===== config.mk =====
export PLATFORM = sky130hd
export DESIGN_NAME = decode_instruction_queue_flat
export DESIGN_NICKNAME = d
export VERILOG_FILES = /design/src/rtl/decode_instruction_queue_if.sv /design/src/rtl/decode_instruction_queue.sv /design/src/flat_wrapper.sv
export SDC_FILE = /design/constraint.sdc
export NUM_CORES = 1
export LEC_CHECK = 0
export ABC_AREA = 1
export CORE_MARGIN = 5
export CORE_UTILIZATION = 52
export DETAILED_ROUTE_END_ITERATION = 8
export GPL_ROUTABILITY_DRIVEN = 0
export MAX_ROUTING_LAYER = met4
export PLACE_DENSITY = 0.83
export SLEW_MARGIN = 20
export SYNTH_ARGS = -nofsm -noshare
export SYNTH_HDL_FRONTEND = slang
export SYNTH_SLANG_ARGS = --single-unit

===== constraint.sdc =====
create_clock -name clk -period 6.9 [get_ports clk]
set_input_delay 1.035 -clock clk [delete_from_list [all_inputs] [get_ports clk]]
set_output_delay 1.035 -clock clk [all_outputs]
set_load 0.02 [all_outputs]

===== src/rtl/decode_instruction_queue_if.sv =====
// rtl/decode_instruction_queue_if.sv - fetch-to-decode packet channel
interface decode_instruction_queue_if #(
   parameter int ID_WIDTH    = 3,
   parameter int ECODE_WIDTH = 5
);
   logic                   fetch_valid;
   logic                   fetch_ready;
   logic [31:0]            fetch_pc;
   logic [31:0]            fetch_instruction;
   logic [ID_WIDTH-1:0]    fetch_id;
   logic                   fetch_ok;
   logic [ECODE_WIDTH-1:0] fetch_error_code;

   logic                   decode_valid;
   logic [31:0]            decode_pc;
   logic [31:0]            decode_instruction;
   logic [ID_WIDTH-1:0]    decode_id;
   logic                   decode_ok;
   logic [ECODE_WIDTH-1:0] decode_error_code;
   logic                   decode_advance;

   // The queue side: accepts fetch packets, presents the head to decode.
   modport slave (
      input  fetch_valid, fetch_pc, fetch_instruction, fetch_id, fetch_ok,
             fetch_error_code, decode_advance,
      output fetch_ready, decode_valid, decode_pc, decode_instruction,
             decode_id, decode_ok, decode_error_code
   );

   modport master (
      output fetch_valid, fetch_pc, fetch_instruction, fetch_id, fetch_ok,
             fetch_error_code, decode_advance,
      input  fetch_ready, decode_valid, decode_pc, decode_instruction,
             decode_id, decode_ok, decode_error_code
   );
endinterface


===== src/rtl/decode_instruction_queue.sv =====
// rtl/decode_instruction_queue.sv - circular FIFO buffering fetch packets for decode
module decode_instruction_queue #(
   parameter int DEPTH       = 4,
   parameter int ID_WIDTH    = 3,
   parameter int ECODE_WIDTH = 5
) (
   input  logic                   clk,
   input  logic                   rst,
   input  logic                   flush,
   decode_instruction_queue_if.slave bus,
   output logic                   almost_full,
   output logic [$clog2(DEPTH):0] occupancy
);
   localparam int PW = $clog2(DEPTH);
   localparam int CW = PW + 1;

   typedef struct packed {
      logic [31:0]            pc;
      logic [31:0]            instruction;
      logic [ID_WIDTH-1:0]    id;
      logic                   ok;
      logic [ECODE_WIDTH-1:0] error_code;
   } entry_t;

   entry_t        mem_q [DEPTH];
   entry_t        mem_d [DEPTH];
   logic [PW-1:0] rd_ptr_q, rd_ptr_d;
   logic [PW-1:0] wr_ptr_q, wr_ptr_d;
   logic [CW-1:0] count_q, count_d;
   logic          full;
   logic          empty;
   logic          push;
   logic          pop;
   entry_t        wr_entry;
   entry_t        head;

   assign full  = (count_q == CW'(DEPTH));
   assign empty = (count_q == '0);

   // Ready depends only on our own count, never on decode_advance.
   assign push = bus.fetch_valid & ~full & ~flush;
   assign pop  = bus.decode_advance & ~empty & ~flush;

   assign wr_entry = '{pc:          bus.fetch_pc,
                       instruction: bus.fetch_instruction,
                       id:          bus.fetch_id,
                       ok:          bus.fetch_ok,
                       error_code:  bus.fetch_error_code};

   always_comb begin
      mem_d    = mem_q;
      rd_ptr_d = rd_ptr_q;
      wr_ptr_d = wr_ptr_q;
      count_d  = count_q;
      if (flush) begin
         rd_ptr_d = '0;
         wr_ptr_d = '0;
         count_d  = '0;
      end else begin
         if (push) begin
            mem_d[wr_ptr_q] = wr_entry;
            wr_ptr_d        = wr_ptr_q + PW'(1);
         end
         if (pop) begin
            rd_ptr_d = rd_ptr_q + PW'(1);
         end
         count_d = count_q + CW'(push) - CW'(pop);
      end
   end

   always_ff @(posedge clk) begin
      if (rst) begin
         rd_ptr_q <= '0;
         wr_ptr_q <= '0;
         count_q  <= '0;
      end else begin
         rd_ptr_q <= rd_ptr_d;
         wr_ptr_q <= wr_ptr_d;
         count_q  <= count_d;
      end
   end

   // Payload storage is deliberately left unreset; validity comes from count.
   always_ff @(posedge clk) begin
      mem_q <= mem_d;
   end

   assign head = mem_q[rd_ptr_q];

   assign bus.fetch_ready        = ~full;
   assign bus.decode_valid       = ~empty;
   assign bus.decode_pc          = head.pc;
   assign bus.decode_instruction = head.instruction;
   assign bus.decode_id          = head.id;
   assign bus.decode_ok          = head.ok;
   assign bus.decode_error_code  = head.error_code;

   assign almost_full = (count_q >= CW'(DEPTH - 1));
   assign occupancy   = count_q;

   a_advance_needs_valid: assert property (
      @(posedge clk) disable iff (rst) bus.decode_advance |-> !empty);

   a_count_in_range: assert property (
      @(posedge clk) disable iff (rst) count_q <= CW'(DEPTH));
endmodule

===== src/flat_wrapper.sv =====
// flat-port wrapper written by rule: the top's interface ports become plain ports
module decode_instruction_queue_flat 
#(
   parameter int DEPTH       = 4,
   parameter int ID_WIDTH    = 3,
   parameter int ECODE_WIDTH = 5
)
  (clk, rst, flush, almost_full, occupancy, bus_fetch_valid, bus_fetch_pc, bus_fetch_instruction, bus_fetch_id, bus_fetch_ok, bus_fetch_error_code, bus_decode_advance, bus_fetch_ready, bus_decode_valid, bus_decode_pc, bus_decode_instruction, bus_decode_id, bus_decode_ok, bus_decode_error_code);
  decode_instruction_queue_if #(.ID_WIDTH(ID_WIDTH), .ECODE_WIDTH(ECODE_WIDTH)) bus_i ();
  input  logic clk;
  input  logic rst;
  input  logic flush;
  output logic almost_full;
  output logic [$clog2(DEPTH):0] occupancy;
  input wire logic [$bits(bus_i.fetch_valid)-1:0] bus_fetch_valid;
  input wire logic [$bits(bus_i.fetch_pc)-1:0] bus_fetch_pc;
  input wire logic [$bits(bus_i.fetch_instruction)-1:0] bus_fetch_instruction;
  input wire logic [$bits(bus_i.fetch_id)-1:0] bus_fetch_id;
  input wire logic [$bits(bus_i.fetch_ok)-1:0] bus_fetch_ok;
  input wire logic [$bits(bus_i.fetch_error_code)-1:0] bus_fetch_error_code;
  input wire logic [$bits(bus_i.decode_advance)-1:0] bus_decode_advance;
  output wire logic [$bits(bus_i.fetch_ready)-1:0] bus_fetch_ready;
  output wire logic [$bits(bus_i.decode_valid)-1:0] bus_decode_valid;
  output wire logic [$bits(bus_i.decode_pc)-1:0] bus_decode_pc;
  output wire logic [$bits(bus_i.decode_instruction)-1:0] bus_decode_instruction;
  output wire logic [$bits(bus_i.decode_id)-1:0] bus_decode_id;
  output wire logic [$bits(bus_i.decode_ok)-1:0] bus_decode_ok;
  output wire logic [$bits(bus_i.decode_error_code)-1:0] bus_decode_error_code;
  assign bus_i.fetch_valid = bus_fetch_valid;
  assign bus_i.fetch_pc = bus_fetch_pc;
  assign bus_i.fetch_instruction = bus_fetch_instruction;
  assign bus_i.fetch_id = bus_fetch_id;
  assign bus_i.fetch_ok = bus_fetch_ok;
  assign bus_i.fetch_error_code = bus_fetch_error_code;
  assign bus_i.decode_advance = bus_decode_advance;
  assign bus_fetch_ready = bus_i.fetch_ready;
  assign bus_decode_valid = bus_i.decode_valid;
  assign bus_decode_pc = bus_i.decode_pc;
  assign bus_decode_instruction = bus_i.decode_instruction;
  assign bus_decode_id = bus_i.decode_id;
  assign bus_decode_ok = bus_i.decode_ok;
  assign bus_decode_error_code = bus_i.decode_error_code;
  decode_instruction_queue #(.DEPTH(DEPTH), .ID_WIDTH(ID_WIDTH), .ECODE_WIDTH(ECODE_WIDTH)) u_core (.clk(clk), .rst(rst), .flush(flush), .bus(bus_i), .almost_full(almost_full), .occupancy(occupancy));
endmodule

; ---- Word level (Yosys, flattened, before mapping)
; Index checks and enable logic that the tools add are counted.
[totals]
register_bits = 299
input_bits = 78
output_inout_bits = 79
wordCells = 51
[op_classes]
add_sub_neg = 4
magnitude_cmp = 4
n_eq_ne = 1
n_mux = 6
bitwise_logic = 9
n_reduce_logical = 4
[ops]
columns = operator, n
row1 = $bwmux 292, 1
row2 = $mux 73, 3
row3 = $bmux 73 s2, 1
row4 = $demux 73 s2, 1
row5 = $ge 3x3->1 const B, 2
row6 = $not 2->3, 2
row7 = $add 2x1->2 const B, 2
row8 = $and 1x1->1, 4
row9 = $add 3x1->3, 1
row10 = $eq 3x3->1 const B, 1
row11 = $ge 3x2->1 const B, 1
row12 = $logic_not 3->1, 1
row13 = $lt 3x1->1 const B, 1
row14 = $not 1->1, 3
row15 = $sub 3x1->3, 1
row16 = $reduce_and 2->1, 1
row17 = $reduce_or 2->1, 1
row18 = $logic_and 1x1->1, 1

; ---- Depth between registers and ports, before layout
[logic_depth]
ltp_word = 6
mapped_depth = 11
mapped_depth_nobuf = 11

; ---- Worst setup path after synthesis
; No wires, ideal clock.
[synth_timing]
path_type = in2reg
start = input port bus_fetch_valid
end = register u_core.mem_q[0] (netlist bit), enable pin
setup_ns = 0.505
arrival_time_ns = 4.395
t_required_ns = 6.395
slack_ns = 2.000
stages = 4
path_buffers = 0
cell_sequence = inv_1 -> nor2_1 -> nand2_1 -> nor2_1
[synth_between]
elab_chain_cells = 3
[synth_lines]
columns = item, line_no
row1 = start: declaration, flat_wrapper.sv:15  ; input wire logic [$bits(bus_i.fetch_valid)-1:0] bus_fetch_valid;
row2 = $and 1x1->1 (2 in a row), decode_instruction_queue.sv:41  ; assign push = bus.fetch_valid & ~full & ~flush;
row3 = $reduce_and 2->1 (no source line), --
row4 = end signal: assignment, decode_instruction_queue.sv:85  ; mem_q <= mem_d;
row5 = end: declaration, decode_instruction_queue.sv:25  ; entry_t mem_q [DEPTH];
; Every way passes these cells.
; A chain may end at the register's enable or synchronous reset.

; ---- Worst setup path after layout
[layout_timing]
start = register u_core.rd_ptr_q[0]
end = output port bus_decode_instruction[16]
[layout_between]
elab_chain_cells = 4
[layout_lines]
columns = item, line_no
row1 = start: declaration, decode_instruction_queue.sv:27  ; logic [PW-1:0] rd_ptr_q, rd_ptr_d;
row2 = start signal: assignment, decode_instruction_queue.sv:77  ; rd_ptr_q <= rd_ptr_d;
row3 = $not 2->3 (not written as such), decode_instruction_queue.sv:88  ; assign head = mem_q[rd_ptr_q];
row4 = $bmux 73 s2, decode_instruction_queue.sv:88
row5 = $mux 73 (not written as such) (2 in a row), decode_instruction_queue.sv:88
row6 = end: declaration, flat_wrapper.sv:25  ; output wire logic [$bits(bus_i.decode_instruction)-1:0] bus_decode_instruction;
; Every way passes these cells. The select of a mux whose other input is x is not followed.

==> impl_metrics.ini <==
[timing]
fin_setup_tns_ps = 0
rsz0062_at_grt = false
report.final.hold_viol_count = 0
maxSlewViolCount = 0
min_period_over_period_pct = 66.4
finalSetupViolations = 0
finClkSkew_ps = 9.72
worst_pin_slew_ps = 915
maxSlewHeadroom_pct = 39.0
fin_crit_ps = 4580
max_freq_mhz = 218

[cells_and_area]
nets = 1011
area_growth_pct = 23.6
fill_cells = 1487
layout-drive-gt1-share_pct = 6.13
fin_util_pct = 65.7
finalNonFillerCells = 1221
final_cell_mix = edfxtp_1, nor2_1, clkdlybuf4s50_1
antenna_cells = 0
final_common_cell = edfxtp_1

[route]
drt_wl_total_mm = 23.4
firstDrtPassIters = 4
routed_wire_length_per_instance_um = 19.1
via_per_inst = 5.55
first_iter_violations = 393
vias = 6775
antenna_left = 0
drc = 0

[die]
die_w_um = 157
start_util_pct = 53.2
core_area_mm2 = 0.0212
ios = 157
dieArea_mm2 = 0.0247
dieHeight_um = 157
rows = 53

[setup_path]
crit_required_ps = 5860
rr_endpoint = u_core.mem_q[148]$_DFFE_PP_
crit_path_max_fanout = 89
rr_worst_depth = 6
path_class = flip-flop to output pin
worstPathArrival_ps = 3550
startpoint_type = flip-flop
crit_path_end_kind = output pin
r2r_start = u_core.occupancy[1]$_SDFF_PP0_
rrSetupSlack_ps = 4360

[run]
cap_violations = 0

[synthesis]
ys_seq_elements = 299
postSynthNetCount = 860
syn_area_per_cell_um2 = 14.6
synth_area_mm2 = 0.0113
syn_inst = 774
ys_types = 21
synth_warnings = 0
yosysSeqAreaShare_pct = 79.0

[pwr]
p_per_area_mw_per_mm2 = 268
power.leakage_nw = 4.65
ir_drop_mv = 0.239

[clock_network]
clk_latency_ps = 530
root_buffer = clkbuf_16
cts_setup_buffers = 0
hold_buffers = 0
cts_max_level = 1
numCtsBuffers = 29
cts_tree = done
ctsLongestPathBuffers = 3
cts_sinks = 299
cts_resized = 0
clkSlewWorstSetupHoldPaths_ps = 60

[min_path]
min_path_type = flip-flop to flip-flop
min_to = u_core.wr_ptr_q[1]$_SDFFE_PP0P_
hold_depth = 2
hold_start = u_core.wr_ptr_q[1]$_SDFFE_PP0P_

[grt]
grt_start_max_net_pins = 90
grt_pass1_vias = 6851
grt_first_pass_wirelength_mm = 35.6
grt_usage_pct = 18.9
overflow = 0
antenna_found_initial = 0

[place]
placement.io_buffers = 156
hpwl_mm = 13.1
dp_cells = 1168

[status]
outcome = finished, final reports clean
==> worst max-delay path by stage <==
stage,cells past startpoint,start,end
after floorplan,4,bus_fetch_valid,u_core.mem_q[0]$_DFFE_PP_
final,5,u_core.rd_ptr_q[0]$_SDFFE_PP0P_,bus_decode_instruction[16]
after CTS,5,u_core.rd_ptr_q[0]$_SDFFE_PP0P_,bus_decode_instruction[18]
after global placement,6,bus_fetch_valid,u_core.mem_q[1]$_DFFE_PP_
after global routing,5,u_core.rd_ptr_q[0]$_SDFFE_PP0P_,bus_decode_instruction[10]
after detailed placement,6,bus_fetch_valid,u_core.mem_q[194]$_DFFE_PP_
==> Yosys cell counts (all sizes together) <==
library cell	instances	area (µm²)
edfxtp	292	8770
nor2	163	612
o21ai	147	736
o22ai	73	457
clkbuf	26	101
buf	22	208
inv	18	70.1
nand2	13	48.8
dfxtp	7	140
ha	7	87.6
nand3	2	10.0
a21oi	1	5.00
fa	1	20.0
nand3b	1	7.51
xor2	1	8.76
==> where the power goes <==
| group | total [W] | switching (W) | leakage (nW) | internal, W |
|---|---|---|---|---|
| clock | 0.00150 | 0.000614 | 0.442 | 0.000882 |
| sequential | 0.00204 | 0.00000906 | 2.71 | 0.00203 |
| combinational | 0.000209 | 0.000111 | 1.50 | 0.0000976 |
| total | 0.00374 | 0.000734 | 4.65 | 0.00301 |
==> stage by stage <==
stage | area, µm² | setup WS (ps) | power (W) | hold WS (ps)
global placement | 13000 | 2840 | 0.00228 | 519
finish | 13900 | 2320 | 0.00374 | 534
global route | 13900 | 2040 | 0.00387 | 574
floorplan | 11300 | 2000 | 0.00216 | 497
detailed placement | 13000 | 2820 | 0.00228 | 532
CTS | 13900 | 2250 | 0.00377 | 537
==> final cells by class <==
class / instances / area, µm² / area share, %
Clock buffer: 38 / 759 / 5.45
Clock inverter: 14 / 143 / 1.02
Inverter: 18 / 70.1 / 0.503
Multi-Input combinational cell: 409 / 2020 / 14.5
Sequential cell: 299 / 8910 / 63.9
Tap cell: 275 / 344 / 2.47
Timing Repair Buffer: 168 / 1690 / 12.1
==> registers in the layout, summed over array words and instances (netlist names) <==
register,cells
u_core.wr_ptr_q,2
u_core.occupancy,3
u_core.rd_ptr_q,2
u_core.mem_q,292
==> metal layers <==
metal	part of all wire, %	wire length (µm)	track usage [%]	up-vias
met5	0	0	-	-
met4	1.9	451	4.14	0
met3	7.1	1650	4.12	37
met2	51	11900	33.0	207
met1	40	9370	22.8	3331
li1	-	-	-	3200
==> cell families (layout without fill, tap and decap cells) <==
group / Yosys count / after routing / share of synthesized area [%]
adders and majority gates: 8 / 8 / 0.954
xor gates and xnor gates: 1 / 1 / 0.0777
AOI/OAI and AO/OA: 221 / 221 / 10.6
buffers and inverters: 66 / 238 / 3.36
DFF: 299 / 299 / 79.0
and+or+nand+nor: 179 / 179 / 6.01
==> critical path, cell delays in order, from the launching register on <==
cell	delay (ps)
dfxtp_4	560
inv_4	750
buf_4	630
o21ai_0	190
o22ai_1	180
clkdlybuf4s50_1	640
Power figures use the tool's default switching activity.
